$ cat src/rtl/instruction_fetch_stage_pkg.sv
// Shared front-end constants and the per-edge fetch action decode.
package instruction_fetch_stage_pkg;

    localparam int unsigned ADDRESS_LEN_DEFAULT     = 32;
    localparam int unsigned INSTRUCTION_LEN_DEFAULT = 32;
    localparam int unsigned COUNTER_LEN_DEFAULT     = 16;
    localparam logic [31:0] NOP_INSTRUCTION         = 32'h0000_0000;
    localparam int unsigned PC_INCREMENT            = 4;
    localparam logic        ZERO                    = 1'b0;
    localparam logic        ONE                     = 1'b1;

    // What the fetch stage does on the next rising edge
    typedef enum logic [1:0] {
        ACT_FETCH  = 2'd0,
        ACT_BUBBLE = 2'd1,
        ACT_FREEZE = 2'd2,
        ACT_BRANCH = 2'd3
    } fetch_action_e;

    // Branch beats freeze: the frozen ID instruction is on the wrong path
    function automatic fetch_action_e decode_action(input logic branch_taken,
                                                    input logic freeze,
                                                    input logic imem_ready);
        if (branch_taken)    return ACT_BRANCH;
        else if (freeze)     return ACT_FREEZE;
        else if (!imem_ready) return ACT_BUBBLE;
        else                 return ACT_FETCH;
    endfunction

endpackage

$ cat src/rtl/instruction_fetch_stage_if.sv
// Fetch-stage bus: hazard/branch controls, instruction memory, IF/ID outputs.
// master = environment side (drives controls and memory data), slave = fetch stage.
interface instruction_fetch_stage_if
    import instruction_fetch_stage_pkg::*;
#(
    parameter int unsigned ADDRESS_LEN     = ADDRESS_LEN_DEFAULT,
    parameter int unsigned INSTRUCTION_LEN = INSTRUCTION_LEN_DEFAULT,
    parameter int unsigned COUNTER_LEN     = COUNTER_LEN_DEFAULT
);
    logic                       freeze;
    logic                       branch_taken;
    logic [ADDRESS_LEN-1:0]     branch_address;
    logic                       imem_ready;
    logic [INSTRUCTION_LEN-1:0] instr_in;
    logic [ADDRESS_LEN-1:0]     imem_addr;
    logic [ADDRESS_LEN-1:0]     if_id_pc;
    logic [INSTRUCTION_LEN-1:0] if_id_instruction;
    logic                       if_id_valid;
    logic [COUNTER_LEN-1:0]     bubble_count;

    modport master (
        output freeze, branch_taken, branch_address, imem_ready, instr_in,
        input  imem_addr, if_id_pc, if_id_instruction, if_id_valid, bubble_count
    );

    modport slave (
        input  freeze, branch_taken, branch_address, imem_ready, instr_in,
        output imem_addr, if_id_pc, if_id_instruction, if_id_valid, bubble_count
    );
endinterface

$ cat src/rtl/instruction_fetch_stage_if_id_register.sv
// IF/ID pipeline register: holds pc, instruction and valid for decode.
// Ports: clk, rst (async high), freeze, flush, load_bubble, pc_in, instr_in,
//        pc_out, instr_out, valid_out. Priority: flush > freeze > load_bubble > load.
module instruction_fetch_stage_if_id_register
    import instruction_fetch_stage_pkg::*;
#(
    parameter int unsigned ADDRESS_LEN     = ADDRESS_LEN_DEFAULT,
    parameter int unsigned INSTRUCTION_LEN = INSTRUCTION_LEN_DEFAULT
) (
    input  logic                       clk,
    input  logic                       rst,
    input  logic                       freeze,
    input  logic                       flush,
    input  logic                       load_bubble,
    input  logic [ADDRESS_LEN-1:0]     pc_in,
    input  logic [INSTRUCTION_LEN-1:0] instr_in,
    output logic [ADDRESS_LEN-1:0]     pc_out,
    output logic [INSTRUCTION_LEN-1:0] instr_out,
    output logic                       valid_out
);
    localparam logic [INSTRUCTION_LEN-1:0] NOP = INSTRUCTION_LEN'(NOP_INSTRUCTION);

    logic [ADDRESS_LEN-1:0]     pc_q, pc_d;
    logic [INSTRUCTION_LEN-1:0] instr_q, instr_d;
    logic                       valid_q, valid_d;

    // Next-state selection
    always_comb begin
        pc_d    = pc_q;
        instr_d = instr_q;
        valid_d = valid_q;
        if (flush || (!freeze && load_bubble)) begin
            pc_d    = '0;
            instr_d = NOP;
            valid_d = ZERO;
        end else if (!freeze) begin
            pc_d    = pc_in;
            instr_d = instr_in;
            valid_d = ONE;
        end
    end

    always_ff @(posedge clk or posedge rst) begin
        if (rst) begin
            pc_q    <= '0;
            instr_q <= NOP;
            valid_q <= ZERO;
        end else begin
            pc_q    <= pc_d;
            instr_q <= instr_d;
            valid_q <= valid_d;
        end
    end

    assign pc_out    = pc_q;
    assign instr_out = instr_q;
    assign valid_out = valid_q;

endmodule

$ cat src/rtl/instruction_fetch_stage.sv
// ARM fetch stage: PC register, PC+4, branch redirect, IF/ID register and a
// saturating bubble counter.
// Ports: clk, rst (async high), bus (slave): freeze, branch_taken,
//        branch_address, imem_ready, instr_in in; imem_addr, if_id_pc,
//        if_id_instruction, if_id_valid, bubble_count out.
module instruction_fetch_stage
    import instruction_fetch_stage_pkg::*;
#(
    parameter int unsigned          ADDRESS_LEN     = ADDRESS_LEN_DEFAULT,
    parameter int unsigned          INSTRUCTION_LEN = INSTRUCTION_LEN_DEFAULT,
    parameter logic [ADDRESS_LEN-1:0] RESET_PC      = '0,
    parameter int unsigned          COUNTER_LEN     = COUNTER_LEN_DEFAULT
) (
    input  logic                      clk,
    input  logic                      rst,
    instruction_fetch_stage_if.slave  bus
);
    logic [ADDRESS_LEN-1:0] pc_q, pc_d;
    logic [COUNTER_LEN-1:0] bubble_count_q, bubble_count_d;
    logic [ADDRESS_LEN-1:0] pc_plus4;
    logic [ADDRESS_LEN-1:0] branch_target;
    fetch_action_e          action;

    // Target low bits are dropped: instructions are word aligned
    logic unused_branch_low;
    assign unused_branch_low = ^bus.branch_address[1:0];

    assign action        = decode_action(bus.branch_taken, bus.freeze, bus.imem_ready);
    assign pc_plus4      = pc_q + ADDRESS_LEN'(PC_INCREMENT);
    assign branch_target = {bus.branch_address[ADDRESS_LEN-1:2], 2'b00};

    // PC redirect mux and saturating bubble counter
    always_comb begin
        pc_d           = pc_q;
        bubble_count_d = bubble_count_q;
        unique case (action)
            ACT_BRANCH: pc_d = branch_target;
            ACT_FETCH:  pc_d = pc_plus4;
            default:    pc_d = pc_q;
        endcase
        if ((action == ACT_BRANCH || action == ACT_BUBBLE) && (bubble_count_q != '1)) begin
            bubble_count_d = bubble_count_q + COUNTER_LEN'(1);
        end
    end

    always_ff @(posedge clk or posedge rst) begin
        if (rst) begin
            pc_q           <= {RESET_PC[ADDRESS_LEN-1:2], 2'b00};
            bubble_count_q <= '0;
        end else begin
            pc_q           <= pc_d;
            bubble_count_q <= bubble_count_d;
        end
    end

    assign bus.imem_addr    = {pc_q[ADDRESS_LEN-1:2], 2'b00};
    assign bus.bubble_count = bubble_count_q;

    instruction_fetch_stage_if_id_register #(
        .ADDRESS_LEN     (ADDRESS_LEN),
        .INSTRUCTION_LEN (INSTRUCTION_LEN)
    ) if_id_register (
        .clk         (clk),
        .rst         (rst),
        .freeze      (bus.freeze),
        .flush       (bus.branch_taken),
        .load_bubble (!bus.imem_ready),
        .pc_in       (pc_plus4),
        .instr_in    (bus.instr_in),
        .pc_out      (bus.if_id_pc),
        .instr_out   (bus.if_id_instruction),
        .valid_out   (bus.if_id_valid)
    );

endmodule

$ cat src/flat_wrapper.sv
// flat-port wrapper written by rule: the top's interface ports become plain ports
module instruction_fetch_stage_flat import instruction_fetch_stage_pkg::*;
#(
    parameter int unsigned          ADDRESS_LEN     = ADDRESS_LEN_DEFAULT,
    parameter int unsigned          INSTRUCTION_LEN = INSTRUCTION_LEN_DEFAULT,
    parameter logic [ADDRESS_LEN-1:0] RESET_PC      = '0,
    parameter int unsigned          COUNTER_LEN     = COUNTER_LEN_DEFAULT
)
  (clk, rst, bus_freeze, bus_branch_taken, bus_branch_address, bus_imem_ready, bus_instr_in, bus_imem_addr, bus_if_id_pc, bus_if_id_instruction, bus_if_id_valid, bus_bubble_count);
  instruction_fetch_stage_if #(.ADDRESS_LEN(ADDRESS_LEN), .INSTRUCTION_LEN(INSTRUCTION_LEN), .COUNTER_LEN(COUNTER_LEN)) bus_i ();
  input  logic clk;
  input  logic rst;
  input wire logic [$bits(bus_i.freeze)-1:0] bus_freeze;
  input wire logic [$bits(bus_i.branch_taken)-1:0] bus_branch_taken;
  input wire logic [$bits(bus_i.branch_address)-1:0] bus_branch_address;
  input wire logic [$bits(bus_i.imem_ready)-1:0] bus_imem_ready;
  input wire logic [$bits(bus_i.instr_in)-1:0] bus_instr_in;
  output wire logic [$bits(bus_i.imem_addr)-1:0] bus_imem_addr;
  output wire logic [$bits(bus_i.if_id_pc)-1:0] bus_if_id_pc;
  output wire logic [$bits(bus_i.if_id_instruction)-1:0] bus_if_id_instruction;
  output wire logic [$bits(bus_i.if_id_valid)-1:0] bus_if_id_valid;
  output wire logic [$bits(bus_i.bubble_count)-1:0] bus_bubble_count;
  assign bus_i.freeze = bus_freeze;
  assign bus_i.branch_taken = bus_branch_taken;
  assign bus_i.branch_address = bus_branch_address;
  assign bus_i.imem_ready = bus_imem_ready;
  assign bus_i.instr_in = bus_instr_in;
  assign bus_imem_addr = bus_i.imem_addr;
  assign bus_if_id_pc = bus_i.if_id_pc;
  assign bus_if_id_instruction = bus_i.if_id_instruction;
  assign bus_if_id_valid = bus_i.if_id_valid;
  assign bus_bubble_count = bus_i.bubble_count;
  instruction_fetch_stage #(.ADDRESS_LEN(ADDRESS_LEN), .INSTRUCTION_LEN(INSTRUCTION_LEN), .RESET_PC(RESET_PC), .COUNTER_LEN(COUNTER_LEN)) u_core (.clk(clk), .rst(rst), .bus(bus_i));
endmodule
$ cat config.mk
export PLATFORM = sky130hd
export DESIGN_NAME = instruction_fetch_stage_flat
export DESIGN_NICKNAME = d
export VERILOG_FILES = /design/src/rtl/instruction_fetch_stage_pkg.sv /design/src/rtl/instruction_fetch_stage_if.sv /design/src/rtl/instruction_fetch_stage_if_id_register.sv /design/src/rtl/instruction_fetch_stage.sv /design/src/flat_wrapper.sv
export SDC_FILE = /design/constraint.sdc
export NUM_CORES = 1
export LEC_CHECK = 0
export BUFFER_PORTS_ARGS = -buffer_cell sky130_fd_sc_hd__buf_2
export CAP_MARGIN = 20
export CORE_MARGIN = 1
export CORE_UTILIZATION = 50
export DETAILED_ROUTE_END_ITERATION = 10
export PLACE_DENSITY_LB_ADDON = 0.1
export REMOVE_ABC_BUFFERS = 1
export SYNTH_ARGS = -nofsm -noshare
export SYNTH_HDL_FRONTEND = slang
export SYNTH_SLANG_ARGS = --single-unit
$ cat constraint.sdc
create_clock -name clk -period 3.3 [get_ports clk]
set_input_delay 0.165 -clock clk [delete_from_list [all_inputs] [get_ports clk]]
set_output_delay 0.165 -clock clk [all_outputs]
set_load 0.02 [all_outputs]
==> results of run 1 <==
-- how the worst max path moves through the flow --
stage	endpoint	slack [ns]	depth (start not counted)
2_1_floorplan	u_core.bus.bubble_count[0]	0.26	1
3_3_place_gp	u_core.pc_q[28]	0.91	5
3_5_place_dp	u_core.pc_q[28]	0.81	5
4_1_cts	u_core.pc_q[26]	0.74	11
5_1_grt	u_core.pc_q[30]	0.48	11
6_report	u_core.pc_q[30]	0.67	11
-- report_power, final --
| part | total, mW | internal, mW | switching [mW] |
|---|---|---|---|
| combinational | 0.861 | 0.338 | 0.522 |
| clock | 0.913 | 0.464 | 0.449 |
| sequential | 1.70 | 1.48 | 0.215 |
| total | 3.47 | 2.28 | 1.19 |
-- per-stage QoR --
stage	hold WS, ns	setup WS, ns	utilization, %
2_1_floorplan	0.2516	0.2611	-
3_3_place_gp	0.3910	0.9091	60.35
3_5_place_dp	0.3861	0.8138	60.35
4_1_cts	0.001837	0.7414	63.08
5_1_grt	0.00003689	0.4768	64.17
6_report	0.01096	0.6731	64.17
-- placed cells by master, fill, tap and decap left out, drive strengths merged, types with 3 or more instances in the layout --
master and instances:
or2 7, clkbuf 11, nand3 31, ha 3, o22a 5, buf 185, and3 12, conb 4
inv 8, dfrtp 109, a21oi 28, xor2 20, mux2i 7, and4 7, and2 6, nor4 3
nor3 6, nand2b 3, dlygate4sd3 11, o21ai 37, xnor2 20, nand2 55, a221o 4, nand4 12
nor2 25, or3 4, a22oi 6, a22o 36, a31oi 7
-- metal layers --
metal  wire [µm]  global-route usage [%]  vias up
met5           0                       0        -
met4         226                   9.054        0
met3         790                   5.115       18
met2        6434                   40.73      172
met1        6203                   35.66     2253
li1            -                       -     2192
-- repair_timing --
action / 4_1_cts / 5_1_grt
hold endpoints to repair: 6 / 46
buffers inserted: 0 / 0
endpoints found under the setup margin: 0 / 0
hold buffers: 6 / 5
-- critical path: stages --
cell and delay, ns:
dlygate4sd3_1 0.54, buf_2 0.15, o21bai_1 0.37, inv_1 0.12, ha_2 0.34, clkinv_1 0.05
buf_4 0.21, nand2_1 0.32, or2_2 0.39, mux2i_1 0.15, a221o_1 0.14
-- cell families after synthesis --
group | after synthesis | synth area share [%]
and+or+nand+nor | 173 | 17.55
other | 1 | 0.07128
buffers and inverters | 49 | 4.019
adders and majority gates | 3 | 0.7135
AOI/OAI and AO/OA | 137 | 17.60
xor gates and xnor gates | 40 | 6.659
DFF | 109 | 51.84
muxes | 8 | 1.546
-- layout make-up --
class                   instances  share of cell area, %
clock buffers                  11                  2.296
repair buffers                196                  16.70
well taps                     136                  2.580
multi-input cells             365                  35.53
clock inverters                 3                  1.043
flip-flops and latches        109                  41.36
inverters                       8                 0.4933
-- registers in the layout, summed over array words and instances, names as in the netlist --
register	cells
u_core.if_id_register.instr_out	32
u_core.if_id_register.pc_out	30
u_core.pc_q	30
u_core.bus.bubble_count	16
u_core.if_id_register.valid_out	1
==> summary.txt, run 1 <==
=========================================================================================
Initial core utilization                                                           51.19%
Transition at the pin with the smallest max-transition slack                    0.8582 ns
Capture instance of the worst register-to-register path                      u_core.pc_q[28]
Final Max Tran Viols                                                                    0
Relative slew margins                                                              42.57%
Maximum net fanout on the critical path                                                16
Y dimension of the die                                                           104.6 µm
Area of the multi-input gates                                                    2344 µm²
Proportion of register bits with asynchronous set or reset after synthesis         100.0%
Number of enable flip-flop cells after synthesis                                        0
Vias after detailed routing                                                          4635
Worst reg2reg startpoint                                                     u_core.pc_q[9]
Sequential cell area                                                             2728 µm²
Maximum number of pins on one net before global-route repair                           89
P per Cell Area                                                              526.3 nW/µm²
Final Non-Filler Cells                                                                828
Die area                                                                        10940 µm²
Setup CP Type                                                                input pin to flop
Final routed DRC violation total                                                        0
Fraction of post-synthesis cell area in the top cell type by area                  51.84%
Crit. Startpoint                                                               bus_freeze
Number of distinct standard cells referenced by the synthesized netlist                49
# resized after CTS                                                                     0
LEAKAGE                                                                          3.237 nW
Number of placement rows                                                               37
Post-detailed-routing wire length                                                13650 µm
Most numerous cell in the Yosys netlist                                           dfrtp_1
DRC violation total after the first TritonRoute iteration                             324
Arr. time, crit path                                                              2.95 ns
Startpoint of the lowest-slack hold path                                     bus_instr_in[30]
Die width                                                                        104.6 µm
Clock tree skew after final layout                                             0.01340 ns
Worst VDD drop                                                                  0.3050 mV
Diodes inserted                                                                         0
Setup violation total in the final timing report                                        0
Final hold violations                                                                   0
Final TNS setup                                                                      0 ns
Worst Setup End Kind                                                                 flop
CTS HTree Levels                                                                        3
Required time at the endpoint of the critical path                                3.62 ns
CTS clk-pin slew, worst paths                                                     0.10 ns
Placed cell count                                                                     800
Clock latency reported for the late side of the worst-skew pair                   0.38 ns
Number of warnings printed during yosys synthesis                                       0
Run status                                                                   finished, final reports clean
Setup repair after global routing missed its margin                                 false
Final HPWL from detailed placement                                                9159 µm
Register bit count reported by yosys                                                  109
Clock sink total                                                                      109
Global-route usage over all layers                                                 25.81%
Hold EP                                                                      u_core.if_id_register.instr_out[30]
R2r worst-path depth                                                                    5
Initial DRT Pass Iterations                                                             5
Final critical-path share of the clock period                                      79.60%
Mean routed wirelength per cell                                                  16.49 µm
Leading post-synthesis cells by cell area                                    dfrtp_1, a22o_1, nand2_1
Primary flip-flop cell chosen by synthesis mapping                                dfrtp_1
Max clock buf depth                                                                     2
Number of instances in the synthesized netlist                                        520
Hold Path Depth                                                                         2
Number of CTS-inserted buffers                                                          9
Peak Freq                                                                       380.7 MHz
Global-route wire length before repair                                           22420 µm
GP Congestion                                                                      0.8240
Synth top cells by count                                                     dfrtp_1, nand2_1, o21ai_0, a22o_1, nand3_1
Area Growth Syn to Fin                                                             25.35%
Syn Area/Cell                                                                   10.12 µm²
Post-route cell area                                                             6595 µm²
Total of fill cells in the finished design                                            891
Min-Delay Path Class                                                         input pin to flop
Number of maximum-capacitance constraint violations                                     0
Minimum setup slack among reg-to-reg paths                                        0.79 ns
Post-synth design cell area                                                      5261 µm²
Standard cell area after detailed placement                                      6202 µm²
Root cell of the clock tree                                                      clkbuf_8
Count of input and output buffers                                                     175
TritonCTS clock tree                                                                built
Initial antenna violation count                                                         1
Post-layout net count                                                                 761
Post-layout total power                                                          3.471 mW
Top-level I/O count                                                                   182
Ratio of routed vias to standard cells                                              5.598
Detail Route Antenna Nets                                                               0
Type of origin of the critical path                                             input pin
Grt total ovfl                                                                          0
Vias in the first global route                                                       4369
Cell taking the most area after synthesis                                         dfrtp_1
Area of the core region                                                         10280 µm²
Share of synthesized area occupied by flip-flops and latches                       51.84%
Share of post-route cells with drive strength above 1                              31.36%
Time the worst path needs with I/O delays and setup                              2.627 ns
=========================================================================================
(Power assumes the default switching activity.)
==> run 2: changes to the inputs <==
- CORE_UTILIZATION: 50 -> 46
- clock period: 3.3 -> 2.3 ns (I/O delays scaled with it)
==> summary.txt, run 2 (synthesized netlist as in run 1, its figures left out) <==
==============================================================================
Worst slack at placement                                             0.1938 ns   -0.6200 ns
Clock latency reported for the late side of the worst-skew pair        0.35 ns   -0.03 ns
Die area                                                             11870 µm²   +8.5%
Worst Hold Slack                                                    0.01184 ns   +0.0008875 ns
Portion of total power attributed to sequential cells                    43.8%   -5.1 points
Vias in the first global route                                            4470   +2.3%
Setup repair after global routing missed its margin                      false
Final WS setup                                                       0.1420 ns   -0.5310 ns
Number of placement rows                                                    38   +2.7%
Min-Delay Path Class                                              input pin to flop
Arr. time, crit path                                                   2.39 ns   -0.56 ns
DRC violation total after the first TritonRoute iteration                  245   -24%
Most common cell after layout, fill and taps aside                       buf_2
Maximum number of pins on one net before global-route repair                56   -37%
Max clock buf depth                                                          2   unchanged
Count of input and output buffers                                          175   unchanged
Initial DRT Pass Iterations                                                  4   -1
Root cell of the clock tree                                          clkbuf_16
Transition at the pin with the smallest max-transition slack         0.6724 ns   -0.1859 ns
Global-route wire length before repair                                22220 µm   -0.87%
Mean routed wirelength per cell                                       16.46 µm   -0.19%
Grt total ovfl                                                               0   unchanged
Post CTS Setup Buffer Count                                                  0   unchanged
Run status                                                        finished, final reports clean
Setup violation total in the final timing report                             0   unchanged
Global-route usage over all layers                                      24.41%   -1.4 points
Startpoint of the lowest-slack hold path                          bus_instr_in[24]
Maximum net fanout on the critical path                                     13   -3
Minimum setup slack among reg-to-reg paths                             0.16 ns   -0.63 ns
Final critical-path share of the clock period                           93.82%
Worst path buffer plus inverter count                                        4   -1
Clock sink total                                                           109   unchanged
Switching power as a share of total power                               32.24%   -1.9 points
Post-layout net count                                                      800   +5.1%
Number of maximum-capacitance constraint violations                          0   unchanged
Worst Setup End Kind                                                      flop
Top-level I/O count                                                        182   unchanged
Area of the core region                                              10980 µm²   +6.9%
Required time at the endpoint of the critical path                     2.53 ns   -1.09 ns
Final HPWL from detailed placement                                     9575 µm   +4.5%
TritonCTS clock tree                                                     built
Number of CTS-inserted buffers                                               9   unchanged
Worst VDD drop                                                       0.5597 mV   +84%
Clock share of power                                                     31.1%   +4.8 points
Stage delay of the slowest cell on the critical path                   0.55 ns   about the same
Area Growth Syn to Fin                                                  34.10%
CTS clk-pin slew, worst paths                                          0.07 ns   -0.03 ns
Die width                                                             108.9 µm   +4.2%
Cell Chain, Critical Path                                         dlygate4sd3_1, buf_2, o21bai_1, inv_1, ha_2, clkinv_1, nand2_1, or2_2, mux2i_1, a221o_1
P per Cell Area                                                   772.0 nW/µm²   +47%
Switch Pwr                                                            1.756 mW   +48%
LEAKAGE                                                               3.456 nW   +6.8%
Number of flip-flops under the largest register name                        32   unchanged
Worst path top cell family by delay                               buffers and inverters
Combinational cell fraction of total power                               25.1%   +0.3 points
GP Congestion                                                           0.8338   +1.2%
Total of fill cells in the finished design                                 925   +3.8%
Final hold violations                                                        0   unchanged
Internal power                                                        3.691 mW   +62%
Y dimension of the die                                                108.9 µm   +4.2%
Detail Route Antenna Nets                                                    0   unchanged
Worst reg2reg startpoint                                          u_core.pc_q[12]
Relative slew margins                                                   55.08%   +13 points
Clock tree skew after final layout                                 0.009048 ns   -0.004350 ns
Ratio of routed vias to standard cells                                   5.383   -3.8%
Crit. Startpoint                                                    bus_freeze
Share of post-route cells with drive strength above 1                   31.65%   +0.29 points
Setup CP Type                                                     input pin to flop
Initial antenna violation count                                              0   -1
Diodes inserted                                                              0   unchanged
Post-detailed-routing wire length                                     14370 µm   +5.2%
Highest-delay cell along the critical path                        dlygate4sd3_1
Leading cell types in the layout, fill and taps excluded          buf_2, dfrtp_1, nand2_1
Final routed DRC violation total                                             0   unchanged
Time the worst path needs with I/O delays and setup                   2.158 ns
Vias after detailed routing                                               4699   +1.4%
CTS HTree Levels                                                             3   unchanged
Initial core utilization                                                47.90%   -3.3 points
Type of origin of the critical path                                  input pin
Peak Freq                                                            463.4 MHz
Final Max Tran Viols                                                         0   unchanged
==============================================================================
==> run 2: changes by cell type in the layout (fill, tap and decap cells not counted) <==
cell	before	now
dlygate4sd3_1	11	37
buf_4	7	20
clkbuf_16	0	9
clkbuf_8	11	2
clkinv_2	0	2
buf_12	1	2
buf_16	1	0
buf_6	0	1
buf_8	1	0
clkbuf_1	0	1
inv_6	1	0
nor2_1	24	23
nor2_2	1	2
==> run 2: cell type report <==
class                           instances  area [µm²]  area share [%]
Sequential cell                       109        2728           38.66
Multi-Input combinational cell        365        2346           33.25
Timing Repair Buffer                  235        1448           20.52
Clock buffer                           12       256.5           3.635
Tap cell                              140       175.2           2.483
Clock inverter                          4       70.07          0.9931
Inverter                                8       32.53          0.4611
==> run 2: power groups by stage <==
stage                     Combinational, mW  Sequential, mW  Clock (mW)
after floorplan                       0.514            2.68           0
after global placement                 1.30            2.40           0
after detailed placement               1.32            2.42           0
after CTS                              1.37            2.38        1.74
after global routing                   1.49            2.42        1.80
final                                  1.37            2.39        1.69
==> run 2: final timing paths <==
check | cells after the start | to
max in group asynchronous | 4 | u_core.if_id_register.instr_out[28]
worst max-delay path | 10 | u_core.pc_q[29]
worst min register to register | 2 | u_core.if_id_register.pc_out[16]
worst max register to register | 6 | u_core.pc_q[24]
worst min-delay path | 2 | u_core.if_id_register.instr_out[24]
min in group asynchronous | 3 | u_core.if_id_register.instr_out[8]
==> run 2: timing repair <==
item	in CTS	in global routing
hold buffers	36	1
gates resized for setup	0	2
endpoints found under the hold margin	70	1
endpoints found under the setup margin	0	9
==> run 2: per-layer routing <==
| layer | part of all wire (%) | wire length [µm] | GRT usage [%] | vias up |
|---|---|---|---|---|
| li1 | - | - | - | 2277 |
| met3 | 6.4 | 925 | 5.140 | 13 |
| met1 | 45 | 6510 | 32.61 | 2253 |
| met2 | 47 | 6715 | 39.17 | 156 |
| met4 | 1.5 | 217 | 8.687 | 0 |
| met5 | 0 | 0 | 0 | - |
==> run 2: metrics by stage <==
step	util [%]	std cells	cell area, µm²	total power, mW	TNS, ns
3_5_place_dp	57.84	820	6352	3.735	0
4_1_cts	64.09	872	7039	5.494	0
3_3_place_gp	57.84	820	6352	3.703	0
2_1_floorplan	-	482	5091	3.193	-92.36
6_report	64.24	873	7056	5.447	0
5_1_grt	64.24	873	7056	5.718	0
==> run 3: changes to the inputs <==
- SETUP_SLACK_MARGIN: not set -> 0.4
==> summary.txt, run 3 (synthesized netlist as in run 1, its figures left out) <==
==============================================================================
Initial core utilization                                                47.90%   unchanged
Die area                                                             11870 µm²   unchanged
TritonCTS clock tree                                                     built
Busiest metal layer after global routing                                  met2
Detail Route Antenna Nets                                                    0   unchanged
Final Max Tran Viols                                                         0   unchanged
Setup violation total in the final timing report                             0   unchanged
Final HPWL from detailed placement                                     9575 µm   unchanged
Clock latency reported for the late side of the worst-skew pair        0.35 ns   about the same
Number of CTS-inserted buffers                                               9   unchanged
Number of flip-flops under the largest register name                        32   unchanged
Run status                                                        finished, final reports clean
Time the worst path needs with I/O delays and setup                   1.851 ns   -0.3071 ns
Most common cell after layout, fill and taps aside                       buf_2
Minimum setup slack among reg-to-reg paths                             0.45 ns   +0.29 ns
Global-route usage over all layers                                      24.65%   +0.24 points
Area of the core region                                              10980 µm²   unchanged
Vias after detailed routing                                               4796   +2.1%
Clock sink total                                                           109   unchanged
P per Cell Area                                                   761.8 nW/µm²   -1.3%
GP Congestion                                                           0.8338   unchanged
Global-route wire length before repair                                22450 µm   +1.0%
Type of origin of the critical path                                       flop
Transition at the pin with the smallest max-transition slack          1.009 ns   +0.3369 ns
Final WS setup                                                       0.4491 ns   +0.3071 ns
Required time at the endpoint of the critical path                     2.53 ns   about the same
Grt total ovfl                                                               0   unchanged
Peak Freq                                                            540.3 MHz   +17%
Y dimension of the die                                                108.9 µm   unchanged
Setup CP Type                                                     flop to flop
Share of post-route cells with drive strength above 1                   34.99%   +3.3 points
Post-layout net count                                                      813   +1.6%
Post-detailed-routing wire length                                     14460 µm   +0.66%
Met2 global-route usage                                                 40.07%   +0.90 points
Area Growth Syn to Fin                                                  37.53%
Global Route met3 Usage                                                 5.140%   unchanged
Count of input and output buffers                                          175   unchanged
Max clock buf depth                                                          2   unchanged
Clock tree skew after final layout                                 0.009337 ns   +0.0002888 ns
DRC violation total after the first TritonRoute iteration                  261   +6.5%
Leading cell types in the layout, fill and taps excluded          buf_2, dfrtp_1, nand2_1
Worst slack at placement                                             0.1938 ns   unchanged
Ratio of routed vias to standard cells                                   5.413   +0.57%
LEAKAGE                                                               3.521 nW   +1.9%
Vias in the first global route                                            4505   +0.78%
Root cell of the clock tree                                          clkbuf_16
Relative slew margins                                                   32.46%   -23 points
Maximum number of pins on one net before global-route repair                56   unchanged
Diodes inserted                                                              0   unchanged
Number of placement rows                                                    38   unchanged
Worst VDD drop                                                       0.5595 mV   about the same
Die width                                                             108.9 µm   unchanged
Final critical-path share of the clock period                           80.47%   -13 points
Total of fill cells in the finished design                                 904   -2.3%
Worst Setup End Kind                                                      flop
CTS HTree Levels                                                             3   unchanged
Maximum net fanout on the critical path                                      3   -10
Post-route core utilization                                             65.88%   +1.6 points
Number of maximum-capacitance constraint violations                          0   unchanged
Met1 GRT Util                                                           32.82%   +0.21 points
Final routed DRC violation total                                             0   unchanged
Initial antenna violation count                                              0   unchanged
Final hold violations                                                        0   unchanged
Mean routed wirelength per cell                                       16.32 µm   -0.82%
Setup repair after global routing missed its margin                       true
CTS clk-pin slew, worst paths                                          0.07 ns   about the same
Arr. time, crit path                                                   2.08 ns   -0.31 ns
Top-level I/O count                                                        182   unchanged
Initial DRT Pass Iterations                                                  4   unchanged
Min-Delay Path Class                                              input pin to flop
==============================================================================
[run 3: what timing repair did]
item | CTS | global route
resized for setup | 9 | 14
hold endpoints to repair | 70 | 1
pin swaps | 3 | 4
setup buffers | 5 | 8
endpoints found under the setup margin | 18 | 31
hold buffers | 36 | 1
gates cloned | 0 | 0
[run 3: stage by stage]
stage	instances	hold WS, ns	area, µm²	setup TNS [ns]	power, mW
floorplan	482	0.2016	5091	-92.36	3.193
global placement	820	0.1747	6352	0	3.703
detailed placement	820	0.1842	6352	0	3.735
CTS	877	0.0002042	7119	0	5.517
global route	886	0.01012	7236	0	5.789
finish	886	0.01309	7236	0	5.512
[run 3: cell type report]
cell class | count | area (µm²) | share of cell area (%)
inverter | 8 | 32.53 | 0.4496
clock inverter | 4 | 70.07 | 0.9684
sequential | 109 | 2740 | 37.87
multi-input combinational | 365 | 2400 | 33.17
clock buffer | 12 | 256.5 | 3.545
tap | 140 | 175.2 | 2.421
timing repair buffer | 248 | 1562 | 21.58
[run 3: where the power goes]
group / internal [mW] / switching [mW]
logic: 0.586 / 0.852
registers: 2.14 / 0.244
clock network: 1.01 / 0.682
total: 3.73 / 1.78
[run 3: final timing paths]
kind,from,endpoint,cells past startpoint
worst max-delay path,u_core.pc_q[20],u_core.pc_q[24],6
worst min-delay path,bus_branch_address[21],u_core.pc_q[21],3
worst max register to register,u_core.pc_q[20],u_core.pc_q[24],6
worst min register to register,u_core.if_id_register.pc_out[8],u_core.if_id_register.pc_out[8],2
max in group asynchronous,rst,u_core.pc_q[16],4
min in group asynchronous,rst,u_core.if_id_register.instr_out[8],3
[run 3: per-layer routing]
layer	part of all wire (%)	vias to the layer above	wire [µm]
li1	-	2303	-
met1	44	2309	6365
met2	48	173	6913
met3	6.9	11	1003
met4	1.2	0	180
met5	0	-	0
[run 3: critical path: stages (launching register included)]
cell	delay, ns
dfrtp_2	0.38
nand4_1	0.15
nor4_4	0.36
buf_4	0.20
nand3_4	0.08
and3_1	0.19
or3_1	0.36
